**config.mk**
```make
export PLATFORM = sky130hd
export DESIGN_NAME = step_counter
export DESIGN_NICKNAME = d
export VERILOG_FILES = /design/src/rtl/step_counter.sv
export SDC_FILE = /design/constraint.sdc
export NUM_CORES = 1
export LEC_CHECK = 0
export CORE_UTILIZATION = 48
export DETAILED_ROUTE_END_ITERATION = 10
export HOLD_SLACK_MARGIN = 0.1
export PLACE_DENSITY = 0.87
export REMOVE_ABC_BUFFERS = 1
export SYNTH_ARGS = -nofsm -noshare
export SYNTH_HDL_FRONTEND = slang
export SYNTH_SLANG_ARGS = --single-unit
export TNS_END_PERCENT = 1
```
**constraint.sdc**
```tcl
create_clock -name Clock -period 4.9 [get_ports Clock]
set_clock_uncertainty 0.2 [all_clocks]
set_input_delay 0.98 -clock Clock [delete_from_list [all_inputs] [get_ports Clock]]
set_output_delay 0.98 -clock Clock [all_outputs]
set_load 0.01 [all_outputs]
```
**src/rtl/step_counter.sv**
```systemverilog
// step_counter: wrap/saturate up-down step counter with load, saturating mode under STEP_COUNTER_SATURATE_EN
module step_counter #(
  parameter int WIDTH = 5,
  parameter logic [WIDTH-1:0] LIMIT = '1
) (
  input  logic             Clock,
  input  logic             Reset,
  input  logic             Enable,
  input  logic             Down,
  input  logic [WIDTH-1:0] Step,
  input  logic             Load,
  input  logic [WIDTH-1:0] LoadValue,
  output logic [WIDTH-1:0] Count,
  output logic             Overflow,
  output logic             Zero
);
  localparam logic [WIDTH:0] LIM = {1'b0, LIMIT};
  localparam logic [WIDTH:0] MOD = LIM + 1'b1;
  logic [WIDTH-1:0] count_q, count_d;
  logic             overflow_q, overflow_d;
  logic [WIDTH:0]   base, eff, sum, diff, nxt;
  logic             up_ov, dn_ov;
  always_comb begin
    base       = {1'b0, count_q};
    eff        = {1'b0, Step} % MOD;
    sum        = base + eff;
    diff       = base - eff;
    up_ov      = sum > LIM;
    dn_ov      = eff > base;
`ifdef STEP_COUNTER_SATURATE_EN
    nxt        = Down ? (dn_ov ? '0 : diff) : (up_ov ? LIM : sum);
`else
    nxt        = Down ? (dn_ov ? diff + MOD : diff) : (up_ov ? sum - MOD : sum);
`endif
    count_d    = Load ? (LoadValue > LIMIT ? LIMIT : LoadValue) : Enable ? nxt[WIDTH-1:0] : count_q;
    overflow_d = !Load && Enable && (Down ? dn_ov : up_ov);
  end
  always_ff @(posedge Clock) begin
    if (Reset) begin
      count_q    <= '0;
      overflow_q <= 1'b0;
    end else begin
      count_q    <= count_d;
      overflow_q <= overflow_d;
    end
  end
  assign Count    = count_q;
  assign Overflow = overflow_q;
  assign Zero     = count_q == '0;
endmodule

```
# Word-level counts from Yosys, hierarchy flattened
# Cells that the tools add are included.
# totals
ff_bits	6
inputBits	15
output_inout_bits	7
wordCells	21
# classes
add_sub_neg	4
magnitude_cmp	3
muxes	7
reduce_logical	5
# op_table
operator	count
2-to-1 mux 5 bit	6
adder 5 x 5 -> 6 bit	1
> comparator 6 x 5 -> 1 bit, second input constant	1
adder 5 x 1 -> 5 bit, second input constant	1
> comparator 5 bit	1
> comparator 5 bit, second input constant	1
logical NOT 5 bit	1
subtractor 5 x 1 -> 5 bit, second input constant	1
subtractor 5 bit	1
logical AND 1 bit	2
nonzero test 2 bit	1
logical NOT 1 bit	1
2-to-1 mux 1 bit	1

# Longest topological paths before layout
# Gate-level depths: netlist of run 1.
# logic_depth
word_depth	6
ltp_mapped	7
mapped_depth_nobuf	7

# Least setup slack after synthesis of run 1
# Ideal clock, no wire load.
# synth_path
kind	input to register
start	in Step[0]
end	reg count_q[2] (netlist: Count[2])
setup_ns	0.070
arrival_ns	2.452
required_ns	4.630
setup_slack_ns	2.178
cell_stages	6
path_buffers	0
cell_sequence	ha_1 > fa_1 > and2_1 > or3_1 > a311o_1 > a21oi_1
# synth_between
elab_chain_len	6
# synth_lines
element	line	source
start: declaration	10	input logic [WIDTH-1:0] Step,
adder 5 x 5 -> 6 bit / subtractor 5 bit (equally long branches)	26, 27	
subtractor 5 x 1 -> 5 bit, or another cell as far along	33	nxt = Down ? (dn_ov ? diff + MOD : diff) : (up_ov ? sum - MOD : sum);
2-to-1 mux 5 bit	33	
2-to-1 mux 5 bit *	33	
2-to-1 mux 5 bit * (2 in a row)	35	count_d = Load ? (LoadValue > LIMIT ? LIMIT : LoadValue) : Enable ? nxt[WIDTH-1:0] : count_q;
end signal: assignment	43	count_q <= count_d;
end: declaration	19	logic [WIDTH-1:0] count_q, count_d;
# Mark *: on every way between the ends. The rest lies on a longest branch, timed or not. The select of a mux whose other input is x is not followed.
# A chain may end at the register's enable or synchronous reset.

# Worst setup path in the final report of run 1
# Ends and elaborated chain as after synthesis.

==> out/summary.txt, run 1 <==
cell taking the most area after synthesis: ha_1
Synth area leaders: ha_1 (18%), dfxtp_1 (17%), a21oi_1 (5.8%), fa_1 (5.8%), nor2_1 (5.5%)
Slew @ Worst Pin: 494 ps
initial core utilization: 0.521
CP Data Required Time: 4880 ps
Peak VDD IR: 0.160 mV
Tcrit/Tclk final: 0.619
post-CTS setup buffer count: 0
diode count: 0
unrepaired setup endpoints after global routing: false
delay-heaviest family, CP: adder cells
Setup TNS Final: 0 ps
core area: 1320 sq um
max-cap violation count: 0
All-Layer GR Usage: 0.237
pin count of the biggest net entering global routing: 13
syn avg cell area: 7.90 sq um
final setup fails: 0
layout cells sized above 1: 0.0463
DRT iter0 DRCs: 17
die width: 39.8 microns
Routed met3 length: 105 microns
WP buf/inv: 1
arrival time worst endpoint: 3010 ps
CP Launch Type: primary input
placer's final routability congestion estimate: 0.805
Slew HR: 0.670
Final Hold Vio Count: 0
placed cell area: 898 sq um
initial antenna violation count: 0
row cnt: 13
cell count after synthesis: 87
synth warn: 0
Area growth, synth to finish: 34.1%
ys async rst share: 0
critical path's largest stage delay: 430 ps
highest routed layer: met4
static leakage: 0.397 nW
critical-path cell list: clkdlybuf4s50_1 > ha_1 > fa_1 > and2_1 > or3_1 > a311o_1 > a21oi_1
Die Ht: 39.8 microns
pwr dens: 201 nW/um^2
worst min path class: reg2reg
sequential fraction of the synthesis area: 0.175
DRT antenna net count: 0
fin crit period: 3030 ps
hold_buf cts: 0
Port-buffer cells: 21
post-synthesis cell type count: 32
routed wl met2: 670 microns
slowest stage cell on the critical path: clkdlybuf4s50_1
Remaining DRCs: 0
clk sinks: 6
first-pass GRT wire length: 2480 microns
post-CTS sizing: 0
post-synth top area share: 0.182
grt ovf: 0
pre-CTS setup slack: 1610 ps
ys flop type: dfxtp_1
number of synthesized flops with an enable pin: 0
root buf cell: clkbuf_4
Finished Cell Area: 921 sq um
Max Root-Sink Buffers: 2
Total Die Area: 1590 sq um
hpwl dp: 1220 microns
IO Count: 22
DRT met1 WL: 733 microns
Post-synth top cells: ha_1 (10), nor2_1 (10), inv_1 (9), a21oi_1 (8), dfxtp_1 (6)
Worst-path clk slew: 40 ps
vias in the first global route: 590
total CTS buffers: 3
Seq cells post-synth: 6
TritonRoute pass-1 iters: 4
status: completed
CTS tree: yes
CTS H-tree depth: 1
Vias: 694
final net count: 137
routed len/inst: 12.4 microns
Post-Syn Area: 687 sq um
CP endpoint kind: flop
CP Class: in2reg
Final Max Slew Viols: 0
Max FO, Critical Path: 2
Final WS setup: 1870 ps
final wirelength: 1530 microns
Fmax: 330 MHz
later-pin clock latency in the skew report: 250 ps
Vias/cell: 5.64
-- tightest hold or removal path: cells and delay by family, from the launching register on --
| kind | cells | cell delay, ps |
|---|---|---|
| simple gates | 1 | 110 |
| flops | 1 | 350 |
| compound gates | 2 | 170 |
-- sequential cells by signal (all words and copies together), names as in the netlist --
register,count
Overflow,1
Count,5
-- stage by stage --
step | utilization | hold slack (ps) | power (mW) | cells
CTS | 0.699 | 491 | 0.185 | 123
floorplan | - | 461 | 0.101 | 84
finish | 0.699 | 487 | 0.185 | 123
detailed placement | 0.682 | 482 | 0.137 | 120
global placement | 0.682 | 468 | 0.135 | 120
global route | 0.699 | 535 | 0.197 | 123
-- cell families after synthesis --
family | Yosys count | synth area share
flip-flops | 6 | 0.175
AO/OA/AOI/OAI | 20 | 0.195
multiplexers | 3 | 0.0437
adder cells (fa/ha/maj) | 12 | 0.240
AND/OR/NAND/NOR | 33 | 0.266
buffers and inverters | 13 | 0.0801
-- path summary, 6_finish.rpt --
| check | slack, ps | start | endpoint | cells after the start |
|---|---|---|---|---|
| min reg2reg | 490 | Count[2] | Count[2] | 3 |
| max reg2reg | 2600 | Count[0] | Count[2] | 7 |
| min | 490 | Count[2] | Count[2] | 3 |
| max | 1870 | Step[0] | Count[2] | 7 |
-- power breakdown --
group | internal, mW | total [mW] | switching [mW]
sequential | 0.0530 | 0.0582 | 0.00518
combinational | 0.0412 | 0.0786 | 0.0374
clock | 0.0279 | 0.0482 | 0.0203
-- routing by layer --
layer	GRT usage	vias up
li1	-	356
met1	0.330	302
met2	0.348	32
met3	0.0568	4
met4	0.0776	0
met5	0	-
-- cell type report --
cell class	instances	area (sq um)
timing repair buffer	21	210
clock buffer	3	22.5
multi-input combinational	68	512
fill	109	397
tap	15	18.8
sequential	6	120
inverter	10	37.5
-- cell usage in the layout, fill, tap and decap left out --
cell type	count
clkdlybuf4s50_1	21
inv_2	1
o22ai_1	1
nor4b_1	1
or3b_1	1
fa_1	2
o21ai_1	1
dfxtp_1	6
a311oi_1	1
mux2i_1	3
or4_1	1
a32o_1	1
nor2_1	10
nor2b_1	1
inv_1	9
nand3_1	4
or2b_1	1
nand2_1	4
nor3b_1	4
and3_1	1
a221oi_2	1
a21oi_1	8
a211oi_1	1
a2111oi_0	1
or4b_1	1
and2_1	1
or3_1	3
o31ai_1	1
o21ai_0	3
clkbuf_4	3
ha_1	10
a311o_1	1
No activity file was read; power rests on OpenSTA's default activity.
==> run 2: changes to the inputs <==
CORE_UTILIZATION = 45   (was 48)
PLACE_DENSITY = 0.82   (was 0.87)
clock period = 2.8 ns   (was 4.9 ns; I/O delays follow)
==> out/summary.txt, run 2 (synthesis gave the netlist of run 1 again) <==
Switching Share: 0.327 (-0.0125)
clock network power share: 0.238 (-0.023)
CTS H-tree depth: 1 (unchanged)
initial core utilization: 0.503 (-0.0186)
DRT iter0 DRCs: 17 (unchanged)
Vias: 700 (+0.86%)
Fmax: 388 MHz
commonest non-fill, non-tap cell in the layout: clkdlybuf4s50_1
post-CTS sizing: 0 (unchanged)
critical-path cell list: clkdlybuf4s50_1 > ha_1 > fa_1 > and2_1 > or3_1 > a311o_1 > a21oi_1
layout cells sized above 1: 0.0721 (+0.0258)
hold_buf cts: 0 (unchanged)
status: completed
hold path depth: 3 (unchanged)
hpwl dp: 1290 microns (+6.0%)
combinational cell fraction of total power: 0.446 (+0.021)
slowest stage cell on the critical path: clkdlybuf4s50_1
Total Die Area: 1690 sq um (+6.3%)
Slew HR: 0.667 (-0.00314)
row cnt: 13 (unchanged)
final net count: 140 (+2.2%)
Die Ht: 41.1 microns (+3.1%)
pwr dens: 344 nW/um^2 (+71%)
IO Count: 22 (unchanged)
Sequential Power Share: 0.315 (about the same)
Post-Place Cells: 123 (+2.5%)
Max FO, Critical Path: 2 (unchanged)
CP endpoint kind: flop
r2r setup slk: 540 ps (-2060 ps)
diode count: 0 (unchanged)
Worst-path clk slew: 40 ps (about the same)
Slew @ Worst Pin: 499 ps (+4.70 ps)
hold endpoint: Count[2]
routed len/inst: 12.7 microns (+2.1%)
Peak VDD IR: 0.220 mV (+38%)
unrepaired setup endpoints after global routing: false
Pint: 0.218 mW (+79%)
first-pass GRT wire length: 2430 microns (-2.3%)
r2r endpoint: Count[2]
grt ovf: 0 (unchanged)
Final Hold Vio Count: 0 (unchanged)
non-filler cells, final: 126 (+2.4%)
post-CTS setup buffer count: 0 (unchanged)
Finished Core Util: 0.690 (-0.00848)
Remaining DRCs: 0 (unchanged)
final setup fails: 0 (unchanged)
CTS tree: yes
worst reg2reg startpoint: Count[0]
root buf cell: clkbuf_4
CP Class: in2reg
Final Max Slew Viols: 0 (unchanged)
clk sinks: 6 (unchanged)
vias in the first global route: 585 (-0.85%)
total CTS buffers: 3 (unchanged)
die width: 41.1 microns (+3.1%)
worst min path class: reg2reg
Worst R2R Path Depth: 7 (unchanged)
most frequent cells in the layout: clkdlybuf4s50_1 (21), nor2_1 (10), ha_1 (10)
TritonRoute pass-1 iters: 4 (unchanged)
CP Launch Type: primary input
fin crit period: 2580 ps
Max Root-Sink Buffers: 2 (unchanged)
max-cap violation count: 0 (unchanged)
core area: 1370 sq um (+3.7%)
arrival time worst endpoint: 2560 ps (-450 ps)
CP Data Required Time: 2780 ps (-2100 ps)
Tcrit/Tclk final: 0.921
Vias/cell: 5.56 (-1.5%)
HP Start: Count[2]
net load switching power: 0.106 mW (+69%)
Area growth, synth to finish: 37.3%
Port-buffer cells: 21 (unchanged)
pin count of the biggest net entering global routing: 11 (-2)
Hold WS: 501 ps (+14.2 ps)
Overall Power: 0.324 mW (+75%)
final wirelength: 1600 microns (+4.6%)
critical path's largest stage delay: 430 ps (about the same)
max FFs per register: 5 (unchanged)
later-pin clock latency in the skew report: 240 ps (about the same)
All-Layer GR Usage: 0.223 (-0.0133)
static leakage: 0.411 nW (+3.5%)
DRT antenna net count: 0 (unchanged)
placer's final routability congestion estimate: 0.783 (-2.8%)
initial antenna violation count: 0 (unchanged)
## run 2: cell count changes in the layout (fill, tap and decap cells not counted)
cell	previous run	this run
buf_4	0	3
## run 2: metrics by stage
step                setup slack [ps]  setup TNS, ps  area, sq um
finish                           220              0          943
floorplan                        498              0          669
CTS                              210              0          943
detailed placement             -29.9          -53.7          921
global placement               -5.72          -5.72          921
global route                     128              0          943
## run 2: final cells by class
cell class / instances / area [sq um]
Clock buffer: 3 / 22.5
Tap cell: 15 / 18.8
Timing Repair Buffer: 24 / 233
Sequential cell: 6 / 120
Inverter: 10 / 37.5
Fill cell: 119 / 423
Multi-Input combinational cell: 68 / 512
## run 2: how the worst max path moves through the flow
stage	end	start	cells past startpoint	slack (ps)
floorplan	Count[2]	Step[0]	6	500
global placement	Count[3]	Step[1]	7	-6
detailed placement	Count[2]	Step[0]	7	-30
CTS	Zero	Count[1]	3	210
global route	Count[3]	Step[1]	7	130
finish	Count[2]	Step[0]	7	220
## run 2: routing by layer
layer | routed length (microns) | vias up | global-route usage | part of all wire
met1 | 717 | 317 | 0.289 | 0.45
met2 | 756 | 21 | 0.383 | 0.47
met5 | 0 | - | 0 | 0
li1 | - | 360 | - | -
met4 | 22 | 0 | 0.100 | 0.014
met3 | 100 | 2 | 0 | 0.063
## run 2: power by group through the flow
stage | sequential (mW) | clock, mW | combinational, mW
after floorplan | 0.105 | 0 | 0.0727
after global placement | 0.103 | 0 | 0.140
after detailed placement | 0.104 | 0 | 0.143
after CTS | 0.102 | 0.0812 | 0.144
after global routing | 0.104 | 0.0869 | 0.160
final | 0.102 | 0.0773 | 0.145
## run 2: critical path: cells and delay by family
family	cells	cell delay [ps]
AND/OR/NAND/NOR	2	480
AO/OA/AOI/OAI	2	490
buffers and inverters	1	430
adder cells (fa/ha/maj)	2	600
==> run 3: changes to the inputs <==
MAX_ROUTING_LAYER = met4   (was not set)
PLACE_DENSITY = 0.83   (was 0.82)
==> out/summary.txt, run 3 (synthesis gave the netlist of run 1 again) <==
layout cells sized above 1: 0.0804 (+0.00829)
placer's final routability congestion estimate: 0.818 (+4.5%)
Slew HR: 0.669 (+0.00183)
initial core utilization: 0.503 (unchanged)
Remaining DRCs: 0 (unchanged)
static leakage: 0.416 nW (+1.2%)
first-pass GRT wire length: 2570 microns (+6.0%)
Max FO, Critical Path: 2 (unchanged)
CTS tree: yes
status: completed
hpwl dp: 1390 microns (+7.9%)
arrival time worst endpoint: 2590 ps (+30 ps)
DRT antenna net count: 0 (unchanged)
hold_buf cts: 0 (unchanged)
Hold WS: 490 ps (-11.5 ps)
routed len/inst: 13.5 microns (+6.8%)
Vias: 717 (+2.4%)
Slew @ Worst Pin: 496 ps (-2.74 ps)
max FFs per register: 5 (unchanged)
post-CTS sizing: 0 (unchanged)
core area: 1370 sq um (unchanged)
post-CTS setup buffer count: 0 (unchanged)
worst min path class: reg2reg
CP Launch Type: primary input
CP endpoint kind: flop
root buf cell: clkbuf_4
most frequent cells in the layout: clkdlybuf4s50_1 (21), nor2_1 (10), ha_1 (10)
initial antenna violation count: 0 (unchanged)
die width: 41.1 microns (unchanged)
Tcrit/Tclk final: 0.932 (+0.0110)
clk sinks: 6 (unchanged)
Finished Cell Area: 951 sq um (+0.80%)
max-cap violation count: 0 (unchanged)
later-pin clock latency in the skew report: 250 ps (about the same)
IO Count: 22 (unchanged)
grt ovf: 0 (unchanged)
total CTS buffers: 3 (unchanged)
Fmax: 383 MHz (-1.2%)
DRT iter0 DRCs: 9 (-8)
Vias/cell: 5.65 (+1.6%)
Peak VDD IR: 0.251 mV (+14%)
Port-buffer cells: 21 (unchanged)
final net count: 141 (+0.71%)
Finished Core Util: 0.696 (+0.00550)
diode count: 0 (unchanged)
Max Root-Sink Buffers: 2 (unchanged)
CP Data Required Time: 2780 ps (about the same)
pwr dens: 347 nW/um^2 (+0.91%)
CTS H-tree depth: 1 (unchanged)
Total Die Area: 1690 sq um (unchanged)
commonest non-fill, non-tap cell in the layout: clkdlybuf4s50_1
CP Class: in2reg
final wirelength: 1720 microns (+7.6%)
TritonRoute pass-1 iters: 4 (unchanged)
placed cell area: 928 sq um (+0.82%)
vias in the first global route: 666 (+14%)
Area growth, synth to finish: 38.4%
All-Layer GR Usage: 0.250 (+0.0265)
final setup fails: 0 (unchanged)
Final Max Slew Viols: 0 (unchanged)
Worst-path clk slew: 50 ps (about the same)
pin count of the biggest net entering global routing: 11 (unchanged)
Final Hold Vio Count: 0 (unchanged)
fin crit period: 2610 ps (+30.9 ps)
unrepaired setup endpoints after global routing: false
row cnt: 13 (unchanged)
Die Ht: 41.1 microns (unchanged)
==> run 3: cell count changes in the layout (fill, tap and decap cells not counted), sizes merged <==
| cell | delta |
|---|---|
| buf | +1 |
==> run 3: through the flow <==
stage	TNS [ps]	total power, mW	cells	setup WS, ps
floorplan	0	0.177	84	498
global placement	0	0.244	124	3.86
detailed placement	-62.9	0.249	124	-62.9
CTS	0	0.331	127	196
global route	0	0.354	127	137
finish	0	0.330	127	189
==> run 3: path summary, 6_finish.rpt <==
kind / from / endpoint / slack (ps) / depth (start not counted)
setup / recovery: Step[0] / Count[2] / 190 / 7
hold / removal: Count[2] / Count[2] / 490 / 3
setup reg to reg: Count[0] / Count[2] / 490 / 7
hold reg to reg: Count[2] / Count[2] / 490 / 3
==> run 3: cell type report <==
type / instances / area [sq um]
clock buffer: 3 / 22.5
timing repair buffer: 25 / 240
sequential: 6 / 120
fill: 121 / 415
tap: 15 / 18.8
multi-input combinational: 68 / 512
inverter: 10 / 37.5
==> run 3: critical path, cell delays in order <==
cell and delay, ps:
clkdlybuf4s50_1 450, ha_1 260, fa_1 370, and2_1 170, or3_1 300, a311o_1 350, a21oi_1 140
==> run 3: per-layer routing <==
layer  GRT usage  share of wire
met5           -              0
met4      0.0833          0.028
met3       0.120          0.066
met2       0.438           0.50
met1       0.237           0.41
==> run 3: where the power goes <==
| part | switching [mW] | internal, mW |
|---|---|---|
| Clock | 0.0334 | 0.0486 |
| Sequential | 0.00924 | 0.0929 |
| Combinational | 0.0678 | 0.0777 |
| Total | 0.110 | 0.219 |
==> variant 1: new RTL, flow settings as in run 3 <==
The option `STEP_COUNTER_SATURATE_EN` is turned on by a define.
--- a/src/rtl/step_counter.sv
+++ b/src/rtl/step_counter.sv
@@ -1,4 +1,6 @@
 // step_counter: wrap/saturate up-down step counter with load, saturating mode under STEP_COUNTER_SATURATE_EN
+`define STEP_COUNTER_SATURATE_EN
+
 module step_counter #(
   parameter int WIDTH = 5,
   parameter logic [WIDTH-1:0] LIMIT = '1
Formal check against the unedited RTL: not equivalent (Yosys sat finds a counterexample within 4 cycles, from zero or initial values and one cycle with Reset high).
==> variant 1 against run 3 <==
- combinational power grew 14%
- wire length grew 16%
- synthesized cell count increased by 10%
- largest cell class unchanged
- power increased by 5.7%
- synthesized area increased by 7.5%
- sequential cell count is the same
- design area rose by 8.4%
- non-clock buffer count grew 3
- setup slack got worse by 81 ps
- count of clock-buffer cells in the layout unchanged
==> variant 1: results (changes against run 3) <==
| Metric | Value |
|---|---|
| Slowest CP cell | `clkdlybuf4s50_1 (unchanged)` |
| Seq/Total Area, Yosys | `0.163 (was 0.175)` |
| Static Leak | `0.462 nW (was 0.416 nW)` |
| 1st-iter DRT viols | `28 (was 9)` |
| Synth top area cells | `ha_1, dfxtp_1, a21oi_1 (unchanged)` |
| Largest net degree at the start of global routing | `11 (unchanged)` |
| Routability cong. | `0.838 (was 0.818)` |
| Clock Latency Late Sink | `250 ps (about the same)` |
| Filler cells | `139 (was 121)` |
| Global-route usage over all layers | `0.249 (was 0.250)` |
| Vias | `831 (was 717)` |
| Sequential share of cell area | `0.117 (was 0.126)` |
| FFs w/ async S/R, synth | `0 (unchanged)` |
| Inverters | `12 (was 10)` |
| Final Net Count | `154 (was 141)` |
| Compound-Gate Fraction of Synth Area | `0.288 (was 0.195)` |
| Commonest register cell after synthesis | `dfxtp_1 (unchanged)` |
| Port Buffers | `21 (unchanged)` |
| Synthesis-stage register bit count | `6 (unchanged)` |
| Final non-clock buffer share | `0.255 (was 0.253)` |
| Pre-CTS setup slack | `-190 ps (was -62.9 ps)` |
| Peak supply drop | `0.273 mV (was 0.251 mV)` |
| Clock network area share | `0.0218 (was 0.0237)` |
| Unique masters post-synth | `31 (was 32)` |
| Final WL | `2.00 mm (was 1.72 mm)` |
| First-pass GRT wire length | `3.34 mm (was 2.57 mm)` |
| Share of cells above drive strength 1 | `0.112 (was 0.0804)` |
| CTS root buffer | `clkbuf_4 (unchanged)` |
| CP max stage delay | `480 ps (was 450 ps)` |
| Grt ovf | `0 (unchanged)` |
| Outcome | `finished, final reports clean (unchanged)` |
| Multi-input comb cells | `76 (was 68)` |
| CTS H-tree lvls | `1 (unchanged)` |
| Top-count cell post-synth | `a21oi_1` |
| Multi-input logic area | `561 um2 (was 512 um2)` |
| Buffers excl. clock | `28 (was 25)` |
| Max FO, Critical Path | `2 (unchanged)` |
| Initial antenna violation count | `0 (unchanged)` |
| First drt pass iteration count | `4 (unchanged)` |
| Largest register FFs | `5 (unchanged)` |
| Hpwl dp | `1.61 mm (was 1.39 mm)` |
| Clock tree buffer depth | `2 (unchanged)` |
| CTS buffer count | `3 (unchanged)` |
| Largest delay contributor family on the critical path | `compound AO/OA/AOI/OAI gates (was adder cells)` |
| Synth Area in XOR/XNOR | `0.0237 (was 0)` |
| Worst-path clk slew | `50 ps (about the same)` |
| Mux share of post-synthesis cell area | `0 (was 0.0437)` |
| Synth Area in Adders | `0.224 (was 0.240)` |
| Post-synth top cells | `a21oi_1, inv_1, nor2_1 (was ha_1, nor2_1, inv_1)` |
| Hold crit path type | `flip-flop to flip-flop (unchanged)` |
| YS warnings | `0 (unchanged)` |
| Worst-margin pin slew | `356 ps (was 496 ps)` |
| Ant diodes | `0 (unchanged)` |
[variant 1: per-stage QoR]
| stage | cell area, um2 | cells | TNS (ps) | util |
|---|---|---|---|---|
| 3_3_place_gp | 1010 | 138 | -129 | 0.660 |
| 6_report | 1030 | 141 | 0 | 0.677 |
| 4_1_cts | 1030 | 141 | 0 | 0.675 |
| 5_1_grt | 1030 | 141 | 0 | 0.677 |
| 2_1_floorplan | 723 | 94 | 0 | - |
| 3_5_place_dp | 1010 | 138 | -190 | 0.660 |
[variant 1: per-layer routing]
layer / wire, um / global-route usage / vias to the layer above
li1: - / - / 406
met1: 845 / 0.268 / 382
met2: 985 / 0.431 / 41
met3: 154 / 0.0905 / 2
met4: 10 / 0.0625 / 0
met5: 0 / - / -
[variant 1: worst paths after layout]
check	start	to	slack (ps)	depth (start not counted)
hold reg to reg	Count[0]$_SDFFE_PP0P_	Count[0]$_SDFFE_PP0P_	590	4
hold / removal	Count[0]$_SDFFE_PP0P_	Count[0]$_SDFFE_PP0P_	590	4
setup / recovery	Step[0]	Count[4]$_SDFFE_PP0P_	110	9
setup reg to reg	Count[0]$_SDFFE_PP0P_	Count[4]$_SDFFE_PP0P_	520	8
[variant 1: kinds of logic (layout without fill, tap and decap cells)]
kind of cell    Yosys count  in the layout
compound gates           31             31
xor+xnor                  2              2
fa+ha+maj                12             12
buf+inv                  14             43
flops                     6              6
simple gates             31             31
[variant 1: power breakdown]
| part | internal, mW | switching (mW) | leakage [nW] |
|---|---|---|---|
| registers | 0.0920 | 0.00819 | 0.0494 |
| clock network | 0.0487 | 0.0340 | 0.0138 |
| logic | 0.0868 | 0.0787 | 0.399 |
[variant 1: repair_timing]
action,4_1_cts,5_1_grt
setup buffers,0,0
resized for setup,0,2
setup endpoints to repair,0,1
==> variant 2: new RTL, settings of run 3 <==
Without the edit above. Register the output `Overflow` once more, without a reset; this adds one clock of latency there. The other outputs are not delayed to match.
--- a/src/rtl/step_counter.sv
+++ b/src/rtl/step_counter.sv
@@ -45,7 +45,9 @@
     end
   end
   assign Count    = count_q;
-  assign Overflow = overflow_q;
+  always_ff @(posedge Clock) begin
+    Overflow <= overflow_q;
+  end
   assign Zero     = count_q == '0;
 endmodule
 
Function: changed (a bounded check fails within 4 cycles, from zero or initial values and one cycle with Reset high).
==> variant 2 against run 3 <==
- maximum frequency increased by 1.9%
- synthesized area grew 2.9%
- power grew 9.3%
- non-clock buffer count stayed put
- count of clock-buffer cells in the layout grew 1
- sequential cell count grew 1
- design area increased by 2.5%
- first-iteration DRC count shrank 33%
- via count increased by 2.6%
- setup slack better by 48 ps
- core utilization grew 0.90 points
- final cell count is 1.6% higher
- wire length down 2.4%
- critical endpoint is now Count[3]$_SDFFE_PP0P_
- largest cell class unchanged
- highest routed layer unchanged
==> variant 2: results (changes against run 3) <==
| Metric | Value |
|---|---|
| Routability cong. | `0.860 (was 0.818)` |
| Worst Path Arrival | `2480 ps (was 2590 ps)` |
| Final Net Count | `142 (was 141)` |
| # Post-CTS Setup Buffers | `0 (unchanged)` |
| Post-synth top cells | `ha_1, nor2_1, inv_1 (unchanged)` |
| Compound-Gate Fraction of Synth Area | `0.189 (was 0.195)` |
| Worst R2R Setup Slack | `530 ps (was 490 ps)` |
| Vias/cell | `5.71 (was 5.65)` |
| Max FO, Critical Path | `5 (was 2)` |
| YS warnings | `0 (unchanged)` |
| Synth Area in Adders | `0.234 (was 0.240)` |
| Outcome | `finished, final reports clean (unchanged)` |
| Seq/Total Area, Yosys | `0.198 (was 0.175)` |
| Pre-CTS setup slack | `-46.0 ps (was -62.9 ps)` |
| Static Leak | `0.425 nW (was 0.416 nW)` |
| First-pass GRT wire length | `2.81 mm (was 2.57 mm)` |
| Global-route usage over all layers | `0.217 (was 0.250)` |
| Share of cells above drive strength 1 | `0.0789 (was 0.0804)` |
| Post-DR wirelength/cell | `13.0 um (was 13.5 um)` |
| Critical path endpoint | `Count[3]$_SDFFE_PP0P_ (was Count[2]$_SDFFE_PP0P_)` |
| Dpl cells | `125 (was 124)` |
| Hpwl dp | `1.38 mm (was 1.39 mm)` |
| Peak supply drop | `0.200 mV (was 0.251 mV)` |
| Post-place instance area | `948 um2 (was 928 um2)` |
| Vias in the first global route | `683 (was 666)` |
| Largest register FFs | `5 (unchanged)` |
| Mapped Cells | `88 (was 87)` |
| Mux share of post-synthesis cell area | `0.0425 (was 0.0437)` |
| Start point of the critical path | `Step[2] (was Step[0])` |
| 1st-iter DRT viols | `6 (was 9)` |
| Synth top area cells | `dfxtp_1, ha_1, a21oi_1 (was ha_1, dfxtp_1, a21oi_1)` |
## variant 2: cell families (layout without fill, tap and decap cells)
logic type               count (synthesis)  count (layout)
flip-flops                               7               7
buffers and inverters                   13              39
AND/OR/NAND/NOR                         33              33
adder cells (fa/ha/maj)                 12              12
multiplexers                             3               3
AO/OA/AOI/OAI                           20              20
## variant 2: worst max-delay path, cell delays in order
cell             delay (ps)
clkdlybuf4s50_1         510
inv_1                    60
ha_1                    360
inv_2                    50
a221oi_2                300
nor4b_1                  90
or4b_1                  550
## variant 2: layout make-up
cell class              instances  area, um2
multi-input cells              68        512
fillers                       117        408
repair buffers                 25        240
flip-flops and latches          7        140
inverters                      10       37.5
clock buffers                   4       26.3
well taps                      15       18.8
## variant 2: worst min path at each step
stage,from,cells past startpoint,to,slack [ps]
finish,overflow_q$_SDFF_PP0_,0,Overflow$_DFF_P_,160
global route,overflow_q$_SDFF_PP0_,0,Overflow$_DFF_P_,150
CTS,overflow_q$_SDFF_PP0_,0,Overflow$_DFF_P_,160
detailed placement,overflow_q$_SDFF_PP0_,0,Overflow$_DFF_P_,140
global placement,overflow_q$_SDFF_PP0_,0,Overflow$_DFF_P_,110
floorplan,overflow_q$_SDFF_PP0_,0,Overflow$_DFF_P_,110
## variant 2: power by group
part	internal [mW]	leakage [nW]	total, mW	switching [mW]
clock	0.0548	0.0150	0.0985	0.0437
sequential	0.107	0.0577	0.117	0.00936
combinational	0.0774	0.353	0.145	0.0676
## variant 2: metal layers
metal,wire length [um],part of all wire,global-route usage,vias to the layer above
met5,0,0,-,-
met4,48,0.029,0.168,0
met3,95,0.057,0.0130,6
met2,835,0.50,0.353,30
met1,699,0.42,0.247,333
li1,-,-,-,367
